**config.mk**
```make
export PLATFORM = sky130hd
export DESIGN_NAME = lbp_code_engine_flat
export DESIGN_NICKNAME = d
export VERILOG_FILES = /design/src/rtl/lbp_code_engine_if.sv /design/src/rtl/lbp_code_engine.sv /design/src/flat_wrapper.sv
export SDC_FILE = /design/constraint.sdc
export NUM_CORES = 1
export LEC_CHECK = 0
export ABC_AREA = 1
export CORE_ASPECT_RATIO = 1.25
export CORE_MARGIN = 3
export CORE_UTILIZATION = 40
export CTS_BUF_LIST = sky130_fd_sc_hd__clkbuf_16
export DETAILED_ROUTE_END_ITERATION = 16
export HOLD_SLACK_MARGIN = 0.15
export PLACE_DENSITY = 0.7
export SYNTH_ARGS = -nofsm -noshare
export SYNTH_HDL_FRONTEND = slang
export SYNTH_SLANG_ARGS = --single-unit
```
**constraint.sdc**
```tcl
create_clock -name clk -period 1.9 [get_ports clk]
set_clock_uncertainty 0.15 [all_clocks]
set_input_delay 0.475 -clock clk [delete_from_list [all_inputs] [get_ports clk]]
set_output_delay 0.475 -clock clk [all_outputs]
set_load 0.03 [all_outputs]
```
**src/rtl/lbp_code_engine_if.sv**
```systemverilog
// ---------------------------------------------------------------------------
// lbp_code_engine_if
//   Stream bundle between the gray-image fetch sequencer (master), the LBP
//   code engine (slave) and the result memory writer. The input side carries
//   framed pixel beats. The output side carries one code per packet.
//
// Signals
//   in_valid   beat valid               in_ready   engine can accept a beat
//   in_sop     beat is a centre         in_pix     centre / neighbour value
//   in_addr    result address (centre)  in_border  border flag (centre)
//   thr_i      compare offset (centre)
//   out_valid  code valid               out_ready  downstream accepts code
//   out_addr   result address           out_code   LBP code / label
//   frame_err  one-cycle abort pulse
// ---------------------------------------------------------------------------
interface lbp_code_engine_if #(
    parameter int PIX_W  = 8,
    parameter int NBR    = 8,
    parameter int ADDR_W = 14
);
    logic              in_valid;
    logic              in_ready;
    logic              in_sop;
    logic [PIX_W-1:0]  in_pix;
    logic [ADDR_W-1:0] in_addr;
    logic              in_border;
    logic [PIX_W-1:0]  thr_i;
    logic              out_valid;
    logic              out_ready;
    logic [ADDR_W-1:0] out_addr;
    logic [NBR-1:0]    out_code;
    logic              frame_err;

    modport master (
        output in_valid, in_sop, in_pix, in_addr, in_border, thr_i, out_ready,
        input  in_ready, out_valid, out_addr, out_code, frame_err
    );

    modport slave (
        input  in_valid, in_sop, in_pix, in_addr, in_border, thr_i, out_ready,
        output in_ready, out_valid, out_addr, out_code, frame_err
    );
endinterface

```
**src/rtl/lbp_code_engine.sv**
```systemverilog
// ---------------------------------------------------------------------------
// lbp_code_engine
//   Streaming local-binary-pattern engine. Each packet is one centre beat
//   (in_sop=1) followed by NBR neighbour beats. Neighbour k sets code bit k
//   when it is >= centre + thr_i. The threshold sum is kept at PIX_W+1 bits,
//   so it never wraps. The finished code and its address are held on the
//   output until downstream accepts them. An in_sop that arrives mid-packet
//   aborts the partial code, pulses frame_err and starts a new packet.
//
// Parameters
//   PIX_W   gray pixel width
//   NBR     neighbours per code, which is also the code width (4..16)
//   ADDR_W  result address width
//
// Ports
//   clk     rising-edge clock
//   rst     synchronous, active-high reset
//   bus     lbp_code_engine_if.slave (input beats, output codes, frame_err)
//
// Build option
//   LBP_UNIFORM_EN  when defined, out_code carries the uniform-pattern label:
//                   popcount if the circular code has <= 2 transitions,
//                   NBR+1 otherwise. When undefined, out_code is the raw code.
// ---------------------------------------------------------------------------
//
// state   | meaning
// --------+-------------------------------------------------------------
// IDLE    | waiting for a centre beat; non-centre beats are dropped
// COLLECT | thresholding neighbours into the code accumulator
// HOLD    | code/address presented, input stalled until handshake
//
module lbp_code_engine #(
    parameter int PIX_W  = 8,
    parameter int NBR    = 8,
    parameter int ADDR_W = 14
) (
    input  logic        clk,
    input  logic        rst,
    lbp_code_engine_if.slave bus
);

    localparam int CNT_W = $clog2(NBR);
    localparam logic [CNT_W-1:0] LAST_NBR = CNT_W'(NBR - 1);

    typedef enum logic [1:0] {
        IDLE    = 2'd0,
        COLLECT = 2'd1,
        HOLD    = 2'd2
    } state_t;

    state_t            state;
    state_t            state_nx;

    logic [PIX_W:0]    ref_q;
    logic [ADDR_W-1:0] addr_q;
    logic              border_q;
    logic [NBR-1:0]    acc_q;
    logic [NBR-1:0]    acc_nx;
    logic [CNT_W-1:0]  cnt_q;

    logic [NBR-1:0]    code_q;
    logic [ADDR_W-1:0] out_addr_q;
    logic              frame_err_q;

    logic              accept;
    logic              hit;
    logic              load_centre;
    logic              load_nbr;
    logic              load_hold;
    logic              abort;
    logic [NBR-1:0]    code_final;

    assign bus.in_ready  = (state != HOLD);
    assign accept        = bus.in_valid && bus.in_ready;
    assign hit           = ({1'b0, bus.in_pix} >= ref_q);

    assign bus.out_valid = (state == HOLD);
    assign bus.out_code  = code_q;
    assign bus.out_addr  = out_addr_q;
    assign bus.frame_err = frame_err_q;

    // ------------------------------------------------------------------
    // State register
    // ------------------------------------------------------------------
    always_ff @(posedge clk) begin
        if (rst) begin
            state <= IDLE;
        end else begin
            state <= state_nx;
        end
    end

    // ------------------------------------------------------------------
    // Next state and datapath strobes
    // ------------------------------------------------------------------
    always_comb begin
        state_nx    = state;
        load_centre = 1'b0;
        load_nbr    = 1'b0;
        load_hold   = 1'b0;
        abort       = 1'b0;
        case (state)
            IDLE: begin
                if (accept && bus.in_sop) begin
                    load_centre = 1'b1;
                    state_nx    = COLLECT;
                end
            end
            COLLECT: begin
                if (accept) begin
                    if (bus.in_sop) begin
                        // Early centre: restart the packet around it.
                        load_centre = 1'b1;
                        abort       = 1'b1;
                    end else begin
                        load_nbr = 1'b1;
                        if (cnt_q == LAST_NBR) begin
                            load_hold = 1'b1;
                            state_nx  = HOLD;
                        end
                    end
                end
            end
            HOLD: begin
                if (bus.out_ready) begin
                    state_nx = IDLE;
                end
            end
            default: begin
                state_nx = IDLE;
            end
        endcase
    end

    // The accumulator including the beat being accepted, so the HOLD
    // register can load the complete code in the same edge.
    always_comb begin
        acc_nx        = acc_q;
        acc_nx[cnt_q] = hit;
    end

`ifdef LBP_UNIFORM_EN
    function automatic logic [NBR-1:0] uniform_label(input logic [NBR-1:0] c);
        int trans;
        int ones;
        trans = 0;
        ones  = 0;
        for (int i = 0; i < NBR; i++) begin
            trans += int'(c[i] ^ c[(i + 1) % NBR]);
            ones  += int'(c[i]);
        end
        return (trans <= 2) ? NBR'(ones) : NBR'(NBR + 1);
    endfunction

    assign code_final = border_q ? '0 : uniform_label(acc_nx);
`else
    assign code_final = border_q ? '0 : acc_nx;
`endif

    // ------------------------------------------------------------------
    // Datapath registers
    // ------------------------------------------------------------------
    always_ff @(posedge clk) begin
        if (rst) begin
            ref_q       <= '0;
            addr_q      <= '0;
            border_q    <= 1'b0;
            acc_q       <= '0;
            cnt_q       <= '0;
            code_q      <= '0;
            out_addr_q  <= '0;
            frame_err_q <= 1'b0;
        end else begin
            frame_err_q <= abort;
            if (load_centre) begin
                ref_q    <= {1'b0, bus.in_pix} + {1'b0, bus.thr_i};
                addr_q   <= bus.in_addr;
                border_q <= bus.in_border;
                acc_q    <= '0;
                cnt_q    <= '0;
            end else if (load_nbr) begin
                acc_q <= acc_nx;
                cnt_q <= cnt_q + CNT_W'(1);
            end
            if (load_hold) begin
                code_q     <= code_final;
                out_addr_q <= addr_q;
            end
        end
    end

endmodule

```
**src/flat_wrapper.sv**
```systemverilog
// flat-port wrapper written by rule: the top's interface ports become plain ports
module lbp_code_engine_flat 
#(
    parameter int PIX_W  = 8,
    parameter int NBR    = 8,
    parameter int ADDR_W = 14
)
  (clk, rst, bus_in_valid, bus_in_sop, bus_in_pix, bus_in_addr, bus_in_border, bus_thr_i, bus_out_ready, bus_in_ready, bus_out_valid, bus_out_addr, bus_out_code, bus_frame_err);
  lbp_code_engine_if #(.PIX_W(PIX_W), .NBR(NBR), .ADDR_W(ADDR_W)) bus_i ();
  input  logic clk;
  input  logic rst;
  input wire logic [$bits(bus_i.in_valid)-1:0] bus_in_valid;
  input wire logic [$bits(bus_i.in_sop)-1:0] bus_in_sop;
  input wire logic [$bits(bus_i.in_pix)-1:0] bus_in_pix;
  input wire logic [$bits(bus_i.in_addr)-1:0] bus_in_addr;
  input wire logic [$bits(bus_i.in_border)-1:0] bus_in_border;
  input wire logic [$bits(bus_i.thr_i)-1:0] bus_thr_i;
  input wire logic [$bits(bus_i.out_ready)-1:0] bus_out_ready;
  output wire logic [$bits(bus_i.in_ready)-1:0] bus_in_ready;
  output wire logic [$bits(bus_i.out_valid)-1:0] bus_out_valid;
  output wire logic [$bits(bus_i.out_addr)-1:0] bus_out_addr;
  output wire logic [$bits(bus_i.out_code)-1:0] bus_out_code;
  output wire logic [$bits(bus_i.frame_err)-1:0] bus_frame_err;
  assign bus_i.in_valid = bus_in_valid;
  assign bus_i.in_sop = bus_in_sop;
  assign bus_i.in_pix = bus_in_pix;
  assign bus_i.in_addr = bus_in_addr;
  assign bus_i.in_border = bus_in_border;
  assign bus_i.thr_i = bus_thr_i;
  assign bus_i.out_ready = bus_out_ready;
  assign bus_in_ready = bus_i.in_ready;
  assign bus_out_valid = bus_i.out_valid;
  assign bus_out_addr = bus_i.out_addr;
  assign bus_out_code = bus_i.out_code;
  assign bus_frame_err = bus_i.frame_err;
  lbp_code_engine #(.PIX_W(PIX_W), .NBR(NBR), .ADDR_W(ADDR_W)) u_core (.clk(clk), .rst(rst), .bus(bus_i));
endmodule
```
# After elaboration in Yosys (flattened, before gate mapping)
# Cells that the tools add are included.
# Widths: inputs -> output; s select.
[classes]
n_addsub = 2
magnitude_cmp = 3
eq_ne = 9
mux = 21
bitwise_logic = 1
reduce_logical = 7
[op_table]
columns = ["cell", "n"]
rows = [
  ["$mux 1", 11],
  ["$mux 2", 5],
  ["$add 8x8->9", 1],
  ["$ge 8x9->1", 1],
  ["$bwmux 8", 1],
  ["$mux 8", 1],
  ["$ne 2x1->1 const B", 3],
  ["$ne 2x2->1 const B", 3],
  ["$pmux 2 s3", 1],
  ["$reduce_and 5->1", 1],
  ["$lt 3x4->1 const B", 1],
  ["$reduce_or 2->1", 2],
  ["$add 3x1->3 const B", 1],
  ["$demux 1 s3", 1],
  ["$eq 3x3->1 const B", 1],
  ["$ge 3x1->1 const B", 1],
  ["$logic_and 1x1->1", 3],
  ["$eq 2x1->1 const B", 1],
  ["$eq 2x2->1 const B", 1],
  ["$logic_not 2->1", 1],
  ["$pmux 1 s2", 1],
  ["$not 1->1", 1],
]
[totals]
regBits = 60

# Longest topological paths before layout
[depth]
ltp_word = 6
mapped_depth = 12
depth_no_buf = 12

# Worst setup path after synthesis
# Ideal clock, no wire load.
[synth_timing]
kind = "in2reg"
start = "in bus_thr_i[0]"
end = "reg u_core.ref_q[6]"
setup_ns = 0.121
arrival_time_ns = 1.646
required_ns = 1.629
path_slack_ns = -0.017
path_stages = 7
n_path_buf = 0
path_cell_list = "ha_1 -> fa_1 -> a21oi_1 -> o21ai_1 -> a21oi_1 -> and2_1 -> o21ai_0"
[synth_between]
elab_chain_cells = 1
[synth_lines]
columns = ["item", "line_no", "source"]
rows = [
  ["from (decl)", "flat_wrapper.sv:17", "input wire logic [$bits(bus_i.thr_i)-1:0] bus_thr_i;"],
  ["$add 8x8->9", "lbp_code_engine.sv:176", "ref_q <= {1'b0, bus.in_pix} + {1'b0, bus.thr_i};"],
  ["to (signal assigned)", "lbp_code_engine.sv:176", ""],
  ["to (decl)", "lbp_code_engine.sv:54", "logic [PIX_W:0] ref_q;"],
]
# Every way passes these cells.
# A chain may end at the register's enable or synchronous reset.

# Worst setup path in the final report
[layout_timing]
start = "in bus_in_pix[3]"
end = "reg u_core.ref_q[4]"
[layout_between]
elab_chain_cells = 1
[layout_lines]
columns = ["item", "line_no", "source"]
rows = [
  ["from (decl)", "flat_wrapper.sv:14", "input wire logic [$bits(bus_i.in_pix)-1:0] bus_in_pix;"],
  ["$add 8x8->9", "lbp_code_engine.sv:176", ""],
]
# Every way passes these cells.

==> metrics.txt <==
status=completed; post-DP HPWL=slightly below 5000 microns; Slowest-stage cell, CP=clkdlybuf4s50_1; yosys warns=0; Cell Rows=33; post-synthesis cell count=342; CP top delay family=buffers and inverters; mapped cell area=between 0.002 and 0.003 sq mm; Placed Area=approximately 0.0037 sq mm; vias in the first global route=2557; Crit path arrival time=1.91 ns; routability cong.=between 0.8 and 0.9; WS Path Type=in2reg; sequential share of the synthesized area=43.7%; Die Area=around 0.0079 sq mm; gr usage total=18.4%; CP Data Required Time=1.96 ns; Cell Pwr Density=between 800 and 900 mW/mm^2; ANT nets after route=0; Async SR Flop Fraction=0%; Synth Register Bits=60; Final Cell Area=slightly above 0.004 sq mm; wire per inst=around 13 microns; register-to-register setup slack=about 0.22 ns; Initial DRT Pass Iterations=4; crit path max fanout=4; Initial Util=between 40% and 50%; width of the chip=around 80 microns; final hold violations=0; CTS Buf Count=9; crit end category=flop; crit share post-route=~97%; LEAKAGE=0.00186 uW; Setup TNS=0 ns; worst path bufs/invs=3; syn_area_per_cell=8.03 sq um; first-pass GRT wire length=between 10000 and 15000 microns; Port-buffer cells=60; Period minus WS final=1.85 ns; global route total overflow=0; root buf cell=clkbuf_16; EDFF count, synth=0; worst-case clock buffer depth=2; Routed WL=between 6000 and 7000 microns; Worst Hold Class=reg2reg; Vias/cell=4.88; max_cap viols=0; CP max stage delay=between 0.4 and 0.5 ns; Slew @ Worst Pin=0.416 ns; I/O pin count=61; Pins Over Slew Limit=0; unrepaired setup endpoints after global routing=yes; Worst VDD drop=~0.00046 V; fmax=approximately 540 MHz; Finish-stage setup viols=0; 1st-iter DRT viols=111; TritonCTS clock tree=done; largest net degree at the start of global routing=23; Max H-tree Level=3; vias=2579; antenna violations before repair=0; Slew HR=72.2%; most frequent cells in the layout=dfxtp_1 (60), nand2_1 (44), o21ai_0 (37); DRC violations left=0; ANT cells=0; Syn Nets=approximately 400; area grow syn2layout=49.4%; CP most frequent cell=o21ai_1; type of origin of the critical path=primary input; commonest non-fill, non-tap cell in the layout=dfxtp_1; post-synthesis cell type count=32; share of cells above drive strength 1=between 20 and 25%; Vert. Die Dim=slightly below 100 microns; Clk pin slew, worst setup/hold paths=0.06 ns; Clock Sinks=60; Clk Latency, worst-skew pair=about 0.32 ns; crit-path cells=clkdlybuf4s50_1, ha_1, inv_1, o21ai_4, buf_4, a21oi_2, o21ai_1, o21ai_1; core footprint=roughly 0.0066 sq mm; number of nets in the layout=just under 500; Top FF cell, synth=dfxtp_1
synth_stat cells (2+ instances only):
library cell / instances / area [sq um]
o21ai_0: 39 / 195
a22o_1: 9 / 78.8
inv_2: 6 / 22.5
ha_1: 18 / 225
clkbuf_1: 2 / 7.51
buf_4: 2 / 15.0
a21oi_1: 37 / 185
buf_2: 4 / 20.0
nor2_4: 2 / 22.5
nor3_4: 2 / 32.5
o21ai_1: 4 / 20.0
nand3_1: 22 / 110
inv_1: 34 / 128
a31oi_1: 2 / 12.5
a21o_1: 2 / 15.0
or2_2: 8 / 50.1
nor2_1: 23 / 86.3
dfxtp_1: 60 / 1200
nand2_1: 46 / 173
nor3_1: 8 / 40.0
repair_timing:
item,CTS,global route
pin swaps,8,9
hold buffers,0,0
setup buffers,1,0
cloned,0,0
setup endpoints to repair,45,25
resized for setup,41,27
state kept, by name (all words and copies together), names as in the netlist:
signal,flops
u_core.cnt_q,3
u_core.border_q,1
u_core.state,2
u_core.bus.frame_err,1
u_core.bus.out_code,8
u_core.acc_q,8
u_core.addr_q,14
u_core.ref_q,9
u_core.bus.out_addr,14
where the power goes:
group / internal [uW] / switching, uW / total, uW
registers: 1300 / 15.9 / 1310
clock network: 1020 / 598 / 1620
logic: 232 / 231 / 463
path summary, 6_finish.rpt:
| path | startpoint | to | depth (start not counted) |
|---|---|---|---|
| worst min-delay path | u_core.addr_q[6] | u_core.bus.out_addr[6] | 2 |
| worst max-delay path | bus_in_pix[3] | u_core.ref_q[4] | 8 |
| worst max register to register | u_core.ref_q[6] | u_core.bus.out_code[3] | 8 |
| worst min register to register | u_core.addr_q[6] | u_core.bus.out_addr[6] | 2 |
through the flow:
step	cells	util, %	total power, uW	setup slack (ns)	hold WS (ns)
finish	528	62.1	3390	0.0505	0.303
floorplan	342	-	1550	0.0322	0.274
CTS	528	60.5	3390	0.00111	0.306
detailed placement	511	55.5	1740	-0.550	0.294
global route	528	62.1	3540	-0.0141	0.326
global placement	511	55.5	1740	-0.501	0.281
worst min-delay path: stages, from the launching register on:
cell	delay, ns
dfxtp_1	0.29
inv_1	0.06
a21oi_1	0.05
metal layers:
layer	global-route usage (%)	routed length (microns)	vias to the layer above
met5	0	0	-
met4	6.63	108	0
met3	5.12	321	10
met2	31.6	3470	54
li1	-	-	1344
met1	21.6	2990	1171
area by class of cell:
cell class | count | area (sq um)
fill | 575 | 2500
multi-input combinational | 232 | 1500
sequential | 60 | 1200
timing repair buffer | 93 | 842
clock buffer | 9 | 225
inverter | 40 | 150
tap | 87 | 109
clock inverter | 7 | 76.3
kinds of logic (layout without fill, tap and decap cells):
logic type	after synthesis	after routing	synth area share, %
XOR/XNOR	2	2	0.638
AO/OA/AOI/OAI	95	95	19.0
buffers and inverters	50	149	7.33
flip-flops	60	60	43.7
AND/OR/NAND/NOR	116	116	20.4
adder cells (fa/ha/maj)	19	19	8.93
Power figures use the tool's default switching activity.
